## config.mk

```make
export PLATFORM = sky130hd
export DESIGN_NAME = simple_processor_param
export DESIGN_NICKNAME = d
export VERILOG_FILES = /design/src/rtl/simple_processor_param.sv
export SDC_FILE = /design/constraint.sdc
export NUM_CORES = 2
export LEC_CHECK = 0
export CELL_PAD_IN_SITES_DETAIL_PLACEMENT = 0
export CELL_PAD_IN_SITES_GLOBAL_PLACEMENT = 1
export CORE_ASPECT_RATIO = 0.9
export CORE_MARGIN = 2
export CORE_UTILIZATION = 30
export DETAILED_ROUTE_END_ITERATION = 10
export PLACE_DENSITY_LB_ADDON = 0.1
export SLEW_MARGIN = 20
export SYNTH_ARGS = -nofsm -noshare
export SYNTH_HDL_FRONTEND = slang
export SYNTH_SLANG_ARGS = --single-unit
```

## constraint.sdc

```tcl
create_clock -name clk -period 5.7 [get_ports clk]
set_input_delay 1.71 -clock clk [delete_from_list [all_inputs] [get_ports clk]]
set_output_delay 1.71 -clock clk [all_outputs]
set_load 0.02 [all_outputs]
```

## src/rtl/simple_processor_param.sv

```systemverilog
// Parametrised multi-cycle core: program-loaded instruction memory, register
// file and ALU, sequenced by a FETCH/DECODE/EXEC/WB loop with a HALTED sink.
module simple_processor_param #(
  parameter int DATA_W     = 32,
  parameter int REG_COUNT  = 16,
  parameter int IMEM_DEPTH = 64,
  localparam int AW        = $clog2(IMEM_DEPTH)
) (
  input  logic              clk,
  input  logic              reset,
  input  logic              prog_we,
  input  logic [AW-1:0]     prog_addr,
  input  logic [31:0]       prog_data,
  input  logic [3:0]        dbg_sel,
  output logic [DATA_W-1:0] dbg_data,
  output logic [AW-1:0]     pc,
  output logic              retire,
  output logic              zero,
  output logic              illegal,
  output logic              halted
);

  typedef enum logic [2:0] {
    S_FETCH, S_DECODE, S_EXEC, S_WB, S_HALTED
  } state_t;

  localparam logic [3:0] OP_ADD  = 4'h1;
  localparam logic [3:0] OP_SUB  = 4'h2;
  localparam logic [3:0] OP_AND  = 4'h3;
  localparam logic [3:0] OP_OR   = 4'h4;
  localparam logic [3:0] OP_XOR  = 4'h5;
  localparam logic [3:0] OP_ADDI = 4'h6;
  localparam logic [3:0] OP_BEQ  = 4'h7;
  localparam logic [3:0] OP_JMP  = 4'h8;
  localparam logic [3:0] OP_HALT = 4'hF;

  logic [31:0]       imem [IMEM_DEPTH];
  logic [31:0]       ir_q;

  state_t            state_q, state_d;
  logic [AW-1:0]     pc_q, pc_d;
  logic [AW-1:0]     npc_q, npc_d;
  logic [DATA_W-1:0] a_q, a_d;
  logic [DATA_W-1:0] b_q, b_d;
  logic [DATA_W-1:0] res_q, res_d;
  logic              retire_q, retire_d;
  logic              zero_q, zero_d;
  logic              illegal_q, illegal_d;
  logic              halted_q, halted_d;

  logic [3:0]        op, rd_idx, rs1_idx, rs2_idx;
  logic [DATA_W-1:0] imm_ext;
  logic [AW-1:0]     imm_pc;
  logic              writes_rd;
  logic              rf_we;
  logic [DATA_W-1:0] rf_val [16];

  assign op      = ir_q[31:28];
  assign rd_idx  = ir_q[27:24];
  assign rs1_idx = ir_q[23:20];
  assign rs2_idx = ir_q[19:16];
  assign imm_pc  = ir_q[AW-1:0];

  // Narrow datapaths keep only the low bits of the immediate.
  generate
    if (DATA_W > 16) begin : g_imm_sext
      assign imm_ext = {{(DATA_W-16){ir_q[15]}}, ir_q[15:0]};
    end else begin : g_imm_trunc
      assign imm_ext = ir_q[DATA_W-1:0];
    end
  endgenerate

  assign writes_rd = (op >= OP_ADD) && (op <= OP_ADDI);
  assign rf_we     = (state_q == S_WB) && writes_rd;

  // Register file: r0 and indices beyond REG_COUNT have no storage and read 0,
  // so writes to them vanish without any extra qualification.
  genvar gi;
  generate
    for (gi = 0; gi < 16; gi++) begin : g_rf
      if (gi == 0 || gi >= REG_COUNT) begin : g_none
        assign rf_val[gi] = '0;
      end else begin : g_reg
        logic [DATA_W-1:0] r_q, r_d;
        // Next value of this register: WB result when it is the destination.
        always_comb begin
          r_d = r_q;
          if (rf_we && rd_idx == 4'(gi)) r_d = res_q;
        end
        // Register storage, cleared by reset.
        always_ff @(posedge clk) begin
          if (reset) r_q <= '0;
          else       r_q <= r_d;
        end
        assign rf_val[gi] = r_q;
      end
    end
  endgenerate

  assign dbg_data = rf_val[dbg_sel];

  // Instruction memory: program port always writes; FETCH registers the old word.
  always_ff @(posedge clk) begin
    if (prog_we) imem[prog_addr] <= prog_data;
    if (state_q == S_FETCH) ir_q <= imem[pc_q];
  end

  // Sequencer, operand capture, ALU, branch resolution and status flags.
  always_comb begin
    state_d   = state_q;
    pc_d      = pc_q;
    npc_d     = npc_q;
    a_d       = a_q;
    b_d       = b_q;
    res_d     = res_q;
    retire_d  = 1'b0;
    zero_d    = zero_q;
    illegal_d = illegal_q;
    halted_d  = halted_q;
    unique case (state_q)
      S_FETCH: state_d = S_DECODE;
      S_DECODE: begin
        a_d     = rf_val[rs1_idx];
        b_d     = rf_val[rs2_idx];
        state_d = S_EXEC;
      end
      S_EXEC: begin
        npc_d = pc_q + AW'(1);
        case (op)
          OP_ADD:  res_d = a_q + b_q;
          OP_SUB:  res_d = a_q - b_q;
          OP_AND:  res_d = a_q & b_q;
          OP_OR:   res_d = a_q | b_q;
          OP_XOR:  res_d = a_q ^ b_q;
          OP_ADDI: res_d = a_q + imm_ext;
          OP_BEQ:  if (a_q == b_q) npc_d = pc_q + AW'(1) + imm_pc;
          OP_JMP:  npc_d = imm_pc;
          OP_HALT: npc_d = pc_q;
          default: ;
        endcase
        retire_d = 1'b1;
        state_d  = S_WB;
      end
      S_WB: begin
        pc_d = npc_q;
        if (writes_rd) zero_d = (res_q == '0);
        if (op >= 4'h9 && op <= 4'hE) illegal_d = 1'b1;
        if (op == OP_HALT) begin
          halted_d = 1'b1;
          state_d  = S_HALTED;
        end else begin
          state_d  = S_FETCH;
        end
      end
      S_HALTED: state_d = S_HALTED;
      default:  state_d = S_FETCH;
    endcase
  end

  // State and output registers; reset abandons any instruction in flight.
  always_ff @(posedge clk) begin
    if (reset) begin
      state_q   <= S_FETCH;
      pc_q      <= '0;
      npc_q     <= '0;
      a_q       <= '0;
      b_q       <= '0;
      res_q     <= '0;
      retire_q  <= 1'b0;
      zero_q    <= 1'b0;
      illegal_q <= 1'b0;
      halted_q  <= 1'b0;
    end else begin
      state_q   <= state_d;
      pc_q      <= pc_d;
      npc_q     <= npc_d;
      a_q       <= a_d;
      b_q       <= b_d;
      res_q     <= res_d;
      retire_q  <= retire_d;
      zero_q    <= zero_d;
      illegal_q <= illegal_d;
      halted_q  <= halted_d;
    end
  end

  assign pc      = pc_q;
  assign retire  = retire_q;
  assign zero    = zero_q;
  assign illegal = illegal_q;
  assign halted  = halted_q;

endmodule

```

==> impl_metrics.env <==
export IMPL_cts_sinks=2675
export IMPL_comb_power_share=0.060
export IMPL_path_max_fanout=14
export IMPL_final_hold_violation_count=0
export IMPL_synth_common_cells="2,080 x edfxtp_1, 1,056 x mux4_2, 1,047 x nand2_1, 595 x dfxtp_1, 558 x a21oi_1"
export IMPL_nFillCells=36500
export IMPL_powerDensity_nw_per_um2=322
export IMPL_cpLargestDelayFamily="buffers and inverters"
export IMPL_rr_endpoint="res_q[26]$_SDFFE_PP0P_"
export IMPL_vias_per_cell=5.37
export IMPL_wl_per_cell_um=32.4
export IMPL_wirelength_mm=412
export IMPL_worst_path_buf_inv=2
export IMPL_final_area_um2=135000
export IMPL_reg2regPathDepth=15
export IMPL_hold_path_class="flop to flop"
export IMPL_layout_nets=7504
export IMPL_drtPass1Iterations=6
export IMPL_hold_path_depth=2
export IMPL_syn_cell_area_um2=116000
export IMPL_drc=0
export IMPL_worst_slew_pin_slew_ps=1140
export IMPL_start_util=0.302
export IMPL_switchingPower_w=0.0103
export IMPL_core_um2=385000
export IMPL_seq_power_share=0.493
export IMPL_cap_violations=0
export IMPL_synth_area_leader_cell="edfxtp_1"
export IMPL_cts_tree="done"
export IMPL_netlist_top_cells_area="edfxtp_1 54%, mux4_2 20%, dfxtp_1 10%"
export IMPL_hold_path_startpoint="g_rf[15].g_reg.r_q[27]$_SDFFE_PP0P_"
export IMPL_die_width_um=660
export IMPL_syn_avg_cell_area_um2=16.2
export IMPL_cts_buffers=311
export IMPL_vdd_ir_drop_max_mv=0.243
export IMPL_r2r_start="ir_q[30]$_DFFE_PP_"
export IMPL_setup_ws_ps=126
export IMPL_clkLatencyLatePin_ps=930
export IMPL_ys_flop_type="edfxtp_1"
export IMPL_io_buffers=86
export IMPL_cpPeakStageDelay_ps=730
export IMPL_yosysSeqAreaShare=0.639
export IMPL_grt_first_pass_wirelength_mm=574
export IMPL_synth_distinct_cells=88
export IMPL_yosysWarnings=0
export IMPL_synthCells=7192
export IMPL_cts_root_buf="clkbuf_16"
export IMPL_cts_resized_gates=0
export IMPL_swShare=0.236
export IMPL_path_clk_slew_ps=60
export IMPL_cts_htree_levels=5
export IMPL_synth_net_count=7375
export IMPL_clock_tree_buffer_depth=4
export IMPL_post_cts_setup_buffers=5
export IMPL_antenna_found_initial=33
export IMPL_cts_hold_buf=0
export IMPL_crit_path_top_delay_cell="nor2b_2"
export IMPL_outcome="complete, no violations"
export IMPL_place_ws_ps=-2.19
export IMPL_crit_chain="clkbuf_8 -> nor2b_2 -> a22o_1 -> mux4_2 -> clkdlybuf4s50_1"
export IMPL_die_h_um=595
export IMPL_endpoint_kind="output port"
export IMPL_setup_viol=0
export IMPL_grt_overflow_total=0
export IMPL_synthArstFlopShare=0
export IMPL_synth_top_cell_area_share=0.537
export IMPL_p_int_w=0.0331
export IMPL_seqCellArea_um2=74400
export IMPL_worstPathArrival_ps=3860
export IMPL_critPathRequiredTime_ps=3990
export IMPL_min_to="g_rf[15].g_reg.r_q[27]$_SDFFE_PP0P_"
export IMPL_p_leak_nw=41.3
export IMPL_drtIter0Drc=6760
export IMPL_grtUsageTotal=0.207
export IMPL_synth_edf_count=2080
export IMPL_drive_gt1_frac=0.272
export IMPL_synth_seq_cells=2675
export IMPL_rsz0062_at_grt="no"
export IMPL_critPathLaunchType="input pin"
export IMPL_num_rows=216
export IMPL_p_clk_frac=0.448
export IMPL_synth_most_common_cell="edfxtp_1"
export IMPL_slew_violations=0
export IMPL_dieArea_um2=393000
export IMPL_relSlewSlack=0.240
export IMPL_fin_worst_skew_ps=68.0
export IMPL_fin_crit_sh=0.978
export IMPL_hpwl_mm=249
export IMPL_multiInputGateArea_um2=40100
export IMPL_fin_crit_ps=5570
export IMPL_io_pins=87
export IMPL_grt_max_degree=130
export IMPL_max_clock_freq_mhz=179
export IMPL_syn_to_final_growth_pct=16.0
export IMPL_crit_type="input pin to output port"
export IMPL_place_congestion=0.793
export IMPL_drtAntennaViolNets=0
export IMPL_dpl_cell_area_um2=125000
export IMPL_dr_total_vias=68300
export IMPL_grt_pass1_vias=69500
export IMPL_reg2reg_slack_ps=820
cells in the final DEF, fill, tap and decap left out, drive strengths merged, types with 31 or more instances in the layout:
master  count
clkinv    127
xnor2      31
mux4     1056
buf       345
edfxtp   2080
mux2       97
a211oi     93
ha        135
o21ai     101
dfxtp     595
clkbuf    400
inv       109
nand2    1047
a21oi     559
nor2      279
a22o       96
nor3       44
worst reg2reg max path, cell delays in order, from the launching register on:
cell      delay [ps]
edfxtp_1         580
nand2b_1         210
nor2_4           350
buf_4            460
nand2_1          600
o21ai_0          330
ha_1             310
a21oi_1          200
o21ai_0          170
or3_1            330
nor3_1           230
nor3b_1          150
a41oi_1          280
xnor2_1          100
a221oi_1         290
a211oi_1         110
sequential cells by signal (all words and copies together), names as in the netlist:
| signal | cells |
|---|---|
| zero | 1 |
| pc | 6 |
| halted | 1 |
| npc_q | 6 |
| a_q | 32 |
| state_q | 3 |
| imem | 2048 |
| illegal | 1 |
| b_q | 32 |
| g_rf.g_reg.r_q | 480 |
| res_q | 32 |
| retire | 1 |
| ir_q | 32 |
worst max path at each step:
stage | start | end | slack (ps) | cells past startpoint
2_1_floorplan | dbg_sel[0] | dbg_data[23] | 290 | 4
3_3_place_gp | dbg_sel[0] | dbg_data[12] | 3 | 5
3_5_place_dp | dbg_sel[0] | dbg_data[12] | -2 | 5
4_1_cts | dbg_sel[0] | dbg_data[22] | 120 | 5
5_1_grt | dbg_sel[0] | dbg_data[22] | 80 | 5
6_report | dbg_sel[0] | dbg_data[26] | 130 | 5
power by group through the flow:
stage	Sequential [W]	Clock [W]	Combinational, W
4_1_cts	0.0214	0.0200	0.00261
2_1_floorplan	0.0217	0	0.00151
6_report	0.0214	0.0194	0.00258
5_1_grt	0.0214	0.0207	0.00278
3_3_place_gp	0.0218	0	0.00257
3_5_place_dp	0.0218	0	0.00259
through the flow:
step / power [W] / TNS [ps] / utilization / std cells / hold WS (ps)
floorplan: 0.0232 / 0 / - / 7192 / 452
global placement: 0.0244 / 0 / 0.324 / 12100 / 465
detailed placement: 0.0244 / -2.19 / 0.325 / 12100 / 472
CTS: 0.0440 / 0 / 0.350 / 12700 / 479
global route: 0.0448 / 0 / 0.350 / 12700 / 498
finish: 0.0434 / 0 / 0.350 / 12700 / 479
cell families after synthesis:
logic type	share of synthesized area
xor gates and xnor gates	0.00339
muxes	0.215
AOI/OAI and AO/OA	0.0527
buffers and inverters	0.0222
DFF	0.639
adders and majority gates	0.0150
and+or+nand+nor	0.0530
metal layers:
| metal | global-route usage | vias up | part of all wire |
|---|---|---|---|
| met2 | 0.318 | 2029 | 0.45 |
| met1 | 0.314 | 37100 | 0.47 |
| met5 | 0 | - | 0.00022 |
| met4 | 0.0452 | 14 | 0.021 |
| met3 | 0.0251 | 481 | 0.054 |
| li1 | - | 28700 | - |
final cells by class:
class                           instances  share of cell area
Sequential cell                      2675               0.551
Multi-Input combinational cell       3863               0.297
Clock buffer                          399              0.0614
Tap cell                             5123              0.0475
Timing Repair Buffer                  375              0.0287
Clock inverter                        163              0.0107
Inverter                               95             0.00264
Antenna cell                           11            0.000204
Note: power is estimated with default switching activity, not from simulation.
